==> src/rtl/hazard_pkg.sv <==
// Shared pipeline constants for the Tuse/Tnew hazard scheme.
//   TUSE_NONE  : Tuse code meaning the operand is never read
//   FWD_*      : forward-mux select encoding used by every stage
//   sat_dec    : Tnew countdown that stops at zero instead of wrapping
package hazard_pkg;

  localparam int TNEW_W = 2;
  localparam int AW     = 5;

  localparam logic [1:0] TUSE_NONE = 2'b11;

  localparam logic [1:0] FWD_NONE = 2'b00;  // register file / pipe value
  localparam logic [1:0] FWD_E    = 2'b01;
  localparam logic [1:0] FWD_M    = 2'b10;
  localparam logic [1:0] FWD_W    = 2'b11;

  function automatic logic [TNEW_W-1:0] sat_dec(input logic [TNEW_W-1:0] x);
    return (x == '0) ? '0 : x - TNEW_W'(1);
  endfunction

endpackage

==> src/rtl/hazard_stage_reg.sv <==
// One tracking stage: a bundle of register addresses plus the producer's
// remaining Tnew. Each load counts Tnew down by one cycle (saturating).
//   clk, reset : pipeline clock, async active-low clear
//   bubble     : load an empty stage (all fields zero) instead of a_in
//   a_in       : addresses from the younger stage
//   tnew_in    : younger stage's Tnew (decremented on load)
//   a_q, tnew_q: registered stage contents
module hazard_stage_reg
  import hazard_pkg::*;
#(
  parameter int N_ADDR = 3
) (
  input  logic                        clk,
  input  logic                        reset,
  input  logic                        bubble,
  input  logic [N_ADDR-1:0][AW-1:0]   a_in,
  input  logic [TNEW_W-1:0]           tnew_in,
  output logic [N_ADDR-1:0][AW-1:0]   a_q,
  output logic [TNEW_W-1:0]           tnew_q
);

  always_ff @(posedge clk or negedge reset) begin
    if (!reset) begin
      a_q    <= '0;
      tnew_q <= '0;
    end else if (bubble) begin
      a_q    <= '0;
      tnew_q <= '0;
    end else begin
      a_q    <= a_in;
      tnew_q <= sat_dec(tnew_in);
    end
  end

endmodule

==> src/rtl/hazard_ctrl.sv <==
// Stall and forwarding control for a 5-stage pipeline using Tuse/Tnew.
// Tracks destination addresses and remaining Tnew of instructions in E, M, W
// and compares them against the operands of the instruction in D.
//   clk, reset          : pipeline clock, async active-low reset
//   TuseRs/TuseRt       : D-stage cycles until rs/rt needed (TUSE_NONE = unused)
//   TnewD               : D-stage cycles until result produced
//   A1D/A2D/A3D         : D-stage rs, rt, destination (0 = no write)
//   stall               : freeze F/D, bubble into E
//   FwdRsD/FwdRtD       : D-stage operand source select
//   FwdRsE/FwdRtE       : E-stage operand source select
//   FwdRtM              : M-stage store-data source select
module hazard_ctrl #(
  parameter logic [1:0] TUSE_NONE = hazard_pkg::TUSE_NONE
) (
  input  logic       clk,
  input  logic       reset,
  input  logic [1:0] TuseRs,
  input  logic [1:0] TuseRt,
  input  logic [1:0] TnewD,
  input  logic [4:0] A1D,
  input  logic [4:0] A2D,
  input  logic [4:0] A3D,
  output logic       stall,
  output logic [1:0] FwdRsD,
  output logic [1:0] FwdRtD,
  output logic [1:0] FwdRsE,
  output logic [1:0] FwdRtE,
  output logic [1:0] FwdRtM
);
  import hazard_pkg::*;

  logic [2:0][AW-1:0] e_a;   // [0]=A1E [1]=A2E [2]=A3E
  logic [1:0][AW-1:0] m_a;   // [0]=A2M [1]=A3M
  logic [TNEW_W-1:0]  tnew_e, tnew_m;
  logic [AW-1:0]      a3w;
  logic               stall_rs, stall_rt;

  hazard_stage_reg #(.N_ADDR(3)) u_e (
    .clk     (clk),
    .reset   (reset),
    .bubble  (stall),
    .a_in    ({A3D, A2D, A1D}),
    .tnew_in (TnewD),
    .a_q     (e_a),
    .tnew_q  (tnew_e)
  );

  // M keeps advancing during a stall; only E takes the bubble.
  hazard_stage_reg #(.N_ADDR(2)) u_m (
    .clk     (clk),
    .reset   (reset),
    .bubble  (1'b0),
    .a_in    ({e_a[2], e_a[1]}),
    .tnew_in (tnew_e),
    .a_q     (m_a),
    .tnew_q  (tnew_m)
  );

  // W result is always ready, so only the address is tracked.
  always_ff @(posedge clk or negedge reset) begin
    if (!reset) a3w <= '0;
    else        a3w <= m_a[1];
  end

  function automatic logic need_stall(
    input logic [1:0]        tuse,
    input logic [AW-1:0]     a,
    input logic [AW-1:0]     a3e,
    input logic [AW-1:0]     a3m,
    input logic [TNEW_W-1:0] te,
    input logic [TNEW_W-1:0] tm
  );
    return (tuse != TUSE_NONE) && (a != '0) &&
           (((a == a3e) && (te > tuse)) || ((a == a3m) && (tm > tuse)));
  endfunction

  // Youngest match wins; if it is not ready yet, older stages hold stale
  // data for this register, so nothing is forwarded and stall covers it.
  function automatic logic [1:0] fwd_d(
    input logic [AW-1:0]     a,
    input logic [AW-1:0]     a3e,
    input logic [TNEW_W-1:0] te,
    input logic [AW-1:0]     a3m,
    input logic [TNEW_W-1:0] tm,
    input logic [AW-1:0]     a3w_i
  );
    if (a == '0)        return FWD_NONE;
    else if (a == a3e)  return (te == '0) ? FWD_E : FWD_NONE;
    else if (a == a3m)  return (tm == '0) ? FWD_M : FWD_NONE;
    else if (a == a3w_i) return FWD_W;
    else                return FWD_NONE;
  endfunction

  function automatic logic [1:0] fwd_e(
    input logic [AW-1:0]     a,
    input logic [AW-1:0]     a3m,
    input logic [TNEW_W-1:0] tm,
    input logic [AW-1:0]     a3w_i
  );
    if (a == '0)         return FWD_NONE;
    else if (a == a3m)   return (tm == '0) ? FWD_M : FWD_NONE;
    else if (a == a3w_i) return FWD_W;
    else                 return FWD_NONE;
  endfunction

  always_comb begin
    stall_rs = need_stall(TuseRs, A1D, e_a[2], m_a[1], tnew_e, tnew_m);
    stall_rt = need_stall(TuseRt, A2D, e_a[2], m_a[1], tnew_e, tnew_m);
    stall    = stall_rs | stall_rt;
    FwdRsD   = fwd_d(A1D, e_a[2], tnew_e, m_a[1], tnew_m, a3w);
    FwdRtD   = fwd_d(A2D, e_a[2], tnew_e, m_a[1], tnew_m, a3w);
    FwdRsE   = fwd_e(e_a[0], m_a[1], tnew_m, a3w);
    FwdRtE   = fwd_e(e_a[1], m_a[1], tnew_m, a3w);
    FwdRtM   = ((m_a[0] != '0) && (m_a[0] == a3w)) ? FWD_W : FWD_NONE;
  end

endmodule

==> config.mk <==
export PLATFORM = sky130hd
export DESIGN_NAME = hazard_ctrl
export DESIGN_NICKNAME = d
export VERILOG_FILES = /design/src/rtl/hazard_pkg.sv /design/src/rtl/hazard_stage_reg.sv /design/src/rtl/hazard_ctrl.sv
export SDC_FILE = /design/constraint.sdc
export NUM_CORES = 1
export LEC_CHECK = 0
export ABC_AREA = 1
export CORE_ASPECT_RATIO = 1.25
export CORE_UTILIZATION = 55
export CTS_BUF_LIST = sky130_fd_sc_hd__clkbuf_16
export DETAILED_ROUTE_END_ITERATION = 12
export GPL_ROUTABILITY_DRIVEN = 0
export PLACE_DENSITY = 0.84
export RECOVER_POWER = 50
export SKIP_LAST_GASP = 1
export SLEW_MARGIN = 0
export SYNTH_ARGS = -nofsm -noshare
export SYNTH_HDL_FRONTEND = slang
export SYNTH_SLANG_ARGS = --single-unit
export TNS_END_PERCENT = 1
==> constraint.sdc <==
create_clock -name clk -period 4.7 [get_ports clk]
set_clock_uncertainty 0.05 [all_clocks]
set_input_delay 0.47 -clock clk [delete_from_list [all_inputs] [get_ports clk]]
set_output_delay 0.47 -clock clk [all_outputs]
set_load 0.01 [all_outputs]
After elaboration in Yosys (flattened, before gate mapping) --
Cells that the tools add are included. W data, S select, Z words.
Storage, ports and cells: bits in read-only memories 0, bits in latches 0, memories 0, memory bits (writable) 0, bits in registers 34, bits of input ports 23
Cells by class: bitwise operators 1, shift-type cells 0, $mul 0, $lt $le $gt $ge 4, mux-type cells 21, reduce and logical (&&, ||, !) cells 21, eq/ne operators 13, $add $sub $neg 2, divide/modulo/power cells 0
Operators by type and width (number):
- $eq A5 B5 Y1 | 11
- $mux W2 | 19
- $logic_not A5 Y1 | 4
- $mux W15 | 1
- $reduce_bool A5 Y1 | 3
- $logic_and A1 B1 Y1 | 9
- $gt A2 B2 Y1 | 4
- $logic_not A2 Y1 | 3
- $ne A2 B2 Y1 const B | 2
- $sub A2 B1 Y2 const B | 2
- $logic_or A1 B1 Y1 | 2
- $mux W1 | 1
- $or A1 B1 Y1 | 1

Logic depth before layout (Yosys ltp) --
Gate-level depths: netlist of the first run.
depth after elaboration 6, mapped depth 11, mapped depth without buffers 10

Cells and area by module --
From an unflattened synthesis of the first run, not the netlist that was laid out.
Unflattened totals: cell total of the unflattened synthesis 354, area, all modules 2438.6 um^2
By module, submodules not included:
- hazard_ctrl | sequential area each 125.1 um^2, cells an instance 262, instances 1, area each 1450.1 um^2
- hazard_stage_reg (u_e) | sequential area each 425.4 um^2, cells an instance 54, instances 1, area each 583.1 um^2
- hazard_stage_reg (u_m) | sequential area each 300.3 um^2, cells an instance 38, instances 1, area each 405.4 um^2

Worst setup path before layout of the first run --
OpenSTA, ideal clock, no wires.
kind register -> output, from register a3w[2], to output port FwdRtM[1], path buffers 2, stages on the path, launching flop included 6, path slack 2.680 ns, arrival 1.500 ns, cell sequence dfrtp_1 -> clkbuf_1 -> xnor2_1 -> nand2_1 -> nor4_1 -> buf_4
On the way: cells in the longest elaborated chain, start to end 3
RTL lines:
- start: declaration | line hazard_ctrl.sv:35 | logic [AW-1:0] a3w;
- start signal: assignment | line hazard_ctrl.sv:62 | else a3w <= m_a[1];
- $eq A5 B5 Y1 | line hazard_ctrl.sv:114 | FwdRtM = ((m_a[0] != '0) && (m_a[0] == a3w)) ? FWD_W : FWD_NONE;
- $logic_and A1 B1 Y1 | line hazard_ctrl.sv:114
- $mux W2 | line hazard_ctrl.sv:114
- end: declaration | line hazard_ctrl.sv:28 | output logic [1:0] FwdRtM
No other way between the ends.

Worst setup path after layout of the first run --
from input port TuseRt[1], to output port stall
On the way: cells in the longest elaborated chain, start to end 5
RTL lines:
- start: declaration | line hazard_ctrl.sv:18 | input logic [1:0] TuseRt,
- $gt A2 B2 Y1 | line hazard_ctrl.sv:74 | (((a == a3e) && (te > tuse)) || ((a == a3m) && (tm > tuse)));
- $logic_and A1 B1 Y1 | line hazard_ctrl.sv:74
- $logic_or A1 B1 Y1 | line hazard_ctrl.sv:74
- $logic_and A1 B1 Y1 * | line hazard_ctrl.sv:73 | return (tuse != TUSE_NONE) && (a != '0) &&
- $or A1 B1 Y1 * | line hazard_ctrl.sv:109 | stall = stall_rs | stall_rt;
- end: declaration | line hazard_ctrl.sv:23 | output logic stall,
Mark *: on every way between the ends. The rest lies on a longest branch, timed or not.

==> flow_summary.yaml, run 1 <==
detailed_routing:
  drt_pre_antenna_iters: 4
  drcViolationCount: 0
  avgViaCountPerCell: 4.98
  drt_iter0_drc: 59
  postRouteAntennaNets: 0
  vias: 1988
  wl_per_cell_um: 12.3
  wirelength_um: 4920
placed_design:
  port_buffers: 33
  dpl_cell_area_um2: 2610
  pre_cts_ws_ns: 1.54
  dp_hpwl_um: 3730
clocking:
  clock_sinks: 34
  h-tree-depth: 2
  cts_hold_buf: 0
  clkSlewWorstSetupHoldPaths_ns: 0.05
  cts.path.max_buffers: 2
  cts_buffers: 5
  root_buffer: "clkbuf_16"
  cts.repair.resized: 0
  tritoncts: "yes"
  cts_setup_buffers: 0
  worstSkewPairLatency_ns: 0.27
setup_path:
  arrival_ns: 2.70
  start_kind: "input port"
  cpPeakStageDelay_ns: 0.59
  worstPathCellList: "clkdlybuf4s50_1 > inv_1 > ha_1 > nand2_1 > a21boi_0 > nand4_1 > nand2_1 > nand2_1 > nand2_4 > clkdlybuf4s50_1"
  cp_common_cell: "nand2_1"
  end_kind: "primary output"
  crit_type: "input port to primary output"
  slowest_stage: "clkdlybuf4s50_1"
  worstPathRequired_ns: 4.18
  worstPathMaxFanout: 18
synthesis:
  synthArstFlopShare_pct: 100
  synth_seq_area_share_pct: 37.7
  yosysMostFrequentCell: "nand2_1"
  yosysTopAreaCell: "dfrtp_1"
  synth_edf_count: 0
  synthFlopType: "dfrtp_1"
  yosys-top-cells-area: "dfrtp_1 (38%), nand2_1 (14%), xnor2_1 (8.9%), inv_1 (8.3%), nor2_1 (6.2%)"
  synth_cell_types: 27
  avgSynthCellArea_um2: 7.23
  syn_inst: 312
  ys_ff_latch: 34
  synthTopCellsByCount: "nand2_1 (86), inv_1 (50), nor2_1 (37), dfrtp_1 (34), xnor2_1 (23)"
  synth.net_count: 343
  synth_area_um2: 2260
  yosys.area.top_type_share_pct: 37.7
  yosysWarnings: 0
finish:
  final_nets: 375
  area_growth_pct: 21.6
  design_area_um2: 2740
  antenna_cells: 0
  layout-drive-gt1-share_pct: 7.25
timing:
  max_slew_margin_pct: -18.5
  tns_ns: 0
  fmax_mhz: 311
  fin_ws_ns: 1.48
  slew_violations: 35
  period_share_pct: 68.5
  hold_slack_ns: 0.379
  finalHoldViolations: 0
  setup_viol: 0
  tightest_slew_ns: 1.78
  rsz0062_at_grt: "false"
  min_period_ns: 3.22
grt:
  grt_pass1_wl_um: 8250
  grt_pass1_vias: 1874
  antenna_found_initial: 0
  grt_usage_pct: 25.6
  grt_max_degree: 35
  grt_overflow: 0
flow_run:
  maxCapViolCount: 1
floorplan:
  fp.dieW_um: 59.3
  rows: 25
  io_pins: 34
  core_area_um2: 3850
  die_h_um: 73.6
  die-area_um2: 4360
  start_util_pct: 58.6
outcome:
  run_status: "finished with violations"
  violations: "capacitance limit, slew limit"
power_and_ir_drop:
  power.leakage_nw: 1.43
  peakVddDrop_mv: 0.186
  p_per_area_nw_per_um2: 297
hold_path:
  min_path_type: "register to register"
-- registers in the layout (all words and copies together), names as in the netlist --
register and flops:
a3w 5, u_e.a_q 15, u_e.tnew_q 2, u_m.a_q 10
u_m.tnew_q 2
-- critical path: cells and delay by family --
kind,cells,cell delay [ns]
AO/OA/AOI/OAI,1,0.18
buffers and inverters,3,1.13
adder cells (fa/ha/maj),1,0.32
AND/OR/NAND/NOR,5,0.59
-- layout make-up --
cell class | count | area [um^2]
clock buffers | 5 | 125
clock inverters | 3 | 16.3
fillers | 315 | 1100
inverters | 55 | 206
multi-input cells | 214 | 1140
flip-flops and latches | 34 | 851
well taps | 54 | 67.6
repair buffers | 34 | 334
-- kinds of logic after synthesis --
kind of cell	count (synthesis)	share of synthesized area, %
xor gates and xnor gates	31	12.0
adders and majority gates	8	4.44
DFF	34	37.7
buffers and inverters	64	11.6
and+or+nand+nor	163	31.2
AOI/OAI and AO/OA	12	2.99
-- metrics by stage --
stage	util (%)	total power [W]	std cells
2_1_floorplan	-	0.000443	312
6_report	71.3	0.000814	399
4_1_cts	71.4	0.000818	399
3_3_place_gp	67.7	0.000502	391
3_5_place_dp	67.7	0.000508	391
5_1_grt	71.3	0.000853	399
-- worst paths after layout --
path / cells past startpoint / slack, ns / to / startpoint
worst min-delay path: 0 / 0.38 / u_m.a_q[8] / u_e.a_q[13]
min in group asynchronous: 2 / 1.15 / a3w[3] / reset
worst max-delay path: 10 / 1.48 / stall / TuseRt[1]
max in group asynchronous: 2 / 2.41 / u_m.a_q[0] / reset
worst max register to register: 8 / 2.91 / u_e.a_q[5] / u_m.tnew_q[1]
worst min register to register: 0 / 0.38 / u_m.a_q[8] / u_e.a_q[13]
-- placed cells by master, fill, tap and decap left out, types with 3 or more instances in the layout --
cell type | netlist | layout
nand2_1 | 86 | 86
or2_2 | 4 | 4
a21oi_1 | 8 | 8
dfrtp_1 | 34 | 34
clkbuf_16 | 0 | 5
inv_1 | 50 | 50
nor2_2 | 7 | 7
nor3_1 | 3 | 3
clkdlybuf4s50_1 | 0 | 32
ha_1 | 8 | 8
xor2_1 | 8 | 8
a21boi_0 | 3 | 3
nand3_1 | 9 | 9
inv_2 | 5 | 5
nor2_1 | 37 | 37
nand4_1 | 11 | 11
xnor2_1 | 23 | 23
-- power by group --
| group | internal [W] | switching [W] | total (W) |
|---|---|---|---|
| clock | 0.000193 | 0.000118 | 0.000311 |
| sequential | 0.000313 | 0.0000286 | 0.000342 |
| combinational | 0.0000777 | 0.0000839 | 0.000162 |
| total | 0.000584 | 0.000230 | 0.000814 |
-- metal layers --
metal / GRT usage [%] / up-vias / wire (um) / part of all wire [%]
li1: - / 1006 / - / -
met1: 28.0 / 912 / 1910 / 39
met2: 47.2 / 60 / 2670 / 54
met3: 5.28 / 10 / 231 / 4.7
met4: 10.3 / 0 / 103 / 2.1
met5: 0 / - / 0 / 0
(Power assumes the default switching activity.)
==> inputs of run 2 (changes only) <==
- CORE_UTILIZATION: 55 -> 49
- PLACE_DENSITY: 0.84 -> 0.79
- clock period: 4.7 -> 2.75 ns (I/O delays scaled with it)
==> run 2 against run 1 <==
The flow still finishes with violations (capacitance limit, slew limit). Sequential power increased by 71%. Core utilization down 7.8 points. Largest cell class unchanged. Setup slack got worse by 1.3 ns. Critical path type unchanged. Cell count rose by 1.3%. Largest power group is now clock. Power is 96% higher. Via count grew 0.40%.
==> flow_summary.yaml, run 2 (synthesized netlist as in run 1, its figures left out) <==
finish:
  largest_reg_flops: 15
  area_growth_pct: 24.5
  mostFrequentLayoutCell: "nand2_1"
  design_area_um2: 2810
  mostFrequentLayoutCells: "nand2_1 (86), inv_1 (50), nor2_1 (37)"
  fin_cells: 404
  antenna_cells: 0
  regMostFlops: "u_e.a_q"
  final_nets: 376
  layout-drive-gt1-share_pct: 7.80
  reg.largest.list: "u_e.a_q: 15 flops, u_m.a_q: 10 flops, a3w: 5 flops"
grt:
  antenna_found_initial: 0
  grt_max_degree: 35
  grt_pass1_wl_um: 8470
  grt_usage_pct: 22.9
  grt_pass1_vias: 1924
  grt_overflow: 0
power_and_ir_drop:
  peakVddDrop_mv: 0.368
  p_per_area_nw_per_um2: 567
  power.total_w: 0.00159
  power.leakage_nw: 1.47
timing:
  min_period_ns: 2.60
  finalHoldViolations: 0
  period_share_pct: 94.6
  tns_ns: 0
  max_slew_margin_pct: -16.2
  hold_slack_ns: 0.375
  fmax_mhz: 384
  tightest_slew_ns: 1.74
  setup_viol: 0
  slew_violations: 35
  rsz0062_at_grt: "false"
clocking:
  clkSlewWorstSetupHoldPaths_ns: 0.05
  cts_buffers: 5
  root_buffer: "clkbuf_16"
  tritoncts: "yes"
  worstSkewPairLatency_ns: 0.28
  cts_setup_buffers: 0
  cts.path.max_buffers: 2
  clock_sinks: 34
  h-tree-depth: 2
setup_path:
  end_kind: "primary output"
  start_kind: "input port"
  worstPathMaxFanout: 2
  crit_path_end: "stall"
  arrival_ns: 2.28
  rrSetupSlack_ns: 0.89
  crit_type: "input port to primary output"
  rr_startpoint: "u_e.tnew_q[1]"
  reg2reg_depth: 9
  cp-startpoint: "TuseRt[1]"
  worstPathRequired_ns: 2.42
  r2r_end: "u_e.a_q[3]"
detailed_routing:
  avgViaCountPerCell: 4.94
  drt_pre_antenna_iters: 4
  wl_per_cell_um: 12.3
  wirelength_um: 4950
  drt_iter0_drc: 76
  drcViolationCount: 0
  vias: 1996
  postRouteAntennaNets: 0
placed_design:
  place_inst: 396
  dpl_cell_area_um2: 2620
  dp_hpwl_um: 3850
  port_buffers: 33
floorplan:
  io_pins: 34
  die-area_um2: 4880
  core_area_um2: 4430
  rows: 27
  die_h_um: 77.9
  fp.dieW_um: 62.7
  start_util_pct: 51.0
flow_run:
  maxCapViolCount: 1
outcome:
  run_status: "finished with violations"
  violations: "capacitance limit, slew limit"
hold_path:
  min_path_type: "register to register"
## run 2: cell count changes in the layout (fill, tap and decap cells not counted), sizes merged
cell      before  now
clkinvlp       1    0
buf            0    1
bufinv         0    2
clkinv         2    1
## run 2: layer usage
metal | track usage (%) | part of all wire [%] | up-vias
met3 | 4.41 | 4.4 | 23
met5 | 0 | 0 | -
met4 | 15.3 | 5.2 | 0
met1 | 24.6 | 39 | 897
li1 | - | - | 1005
met2 | 40.2 | 51 | 71
## run 2: worst max-delay path: stages
cell and delay [ns]:
clkdlybuf4s50_1 0.47, inv_1 0.07, ha_1 0.31, nand2_1 0.07
a21boi_1 0.18, nand4_1 0.14, nand2_1 0.10, nand2_1 0.08
nand2_4 0.06, clkdlybuf4s50_1 0.53
## run 2: layout make-up
cell class | count | area (um^2)
Clock buffer | 5 | 125
Clock inverter | 3 | 68.8
Multi-Input combinational cell | 214 | 1140
Timing Repair Buffer | 35 | 342
Sequential cell | 34 | 851
Tap cell | 58 | 72.6
Fill cell | 386 | 1620
Inverter | 55 | 206
## run 2: worst min-delay path by stage
stage | startpoint | endpoint | slack, ns | cells after the start
2_1_floorplan | reset | a3w[0] | -0.07 | 0
3_3_place_gp | u_e.a_q[10] | u_m.a_q[5] | 0.36 | 0
3_5_place_dp | u_e.a_q[10] | u_m.a_q[5] | 0.37 | 0
4_1_cts | reset | u_m.a_q[8] | 0.38 | 2
5_1_grt | u_e.a_q[10] | u_m.a_q[5] | 0.40 | 0
6_report | u_e.a_q[10] | u_m.a_q[5] | 0.37 | 0
## run 2: through the flow
stage               setup slack [ns]  util (%)
finish                         0.149      63.4
detailed placement            0.0935      59.1
CTS                           0.0874      63.5
global route                 0.00104      63.4
floorplan                      0.925         -
global placement               0.120      59.1
## run 2: report_power, final
group	leakage [nW]	switching (W)	internal (W)	total (W)
Clock	0.0940	0.000212	0.000520	0.000732
Combinational	0.969	0.000143	0.000134	0.000277
Sequential	0.405	0.0000491	0.000535	0.000584
Total	1.47	0.000404	0.00119	0.00159
## run 2: repair_timing
action | in CTS | in global routing
hold buffers | 0 | 0
resized for setup | 0 | 3
endpoints found under the setup margin | 0 | 1
endpoints found under the hold margin | 0 | 0
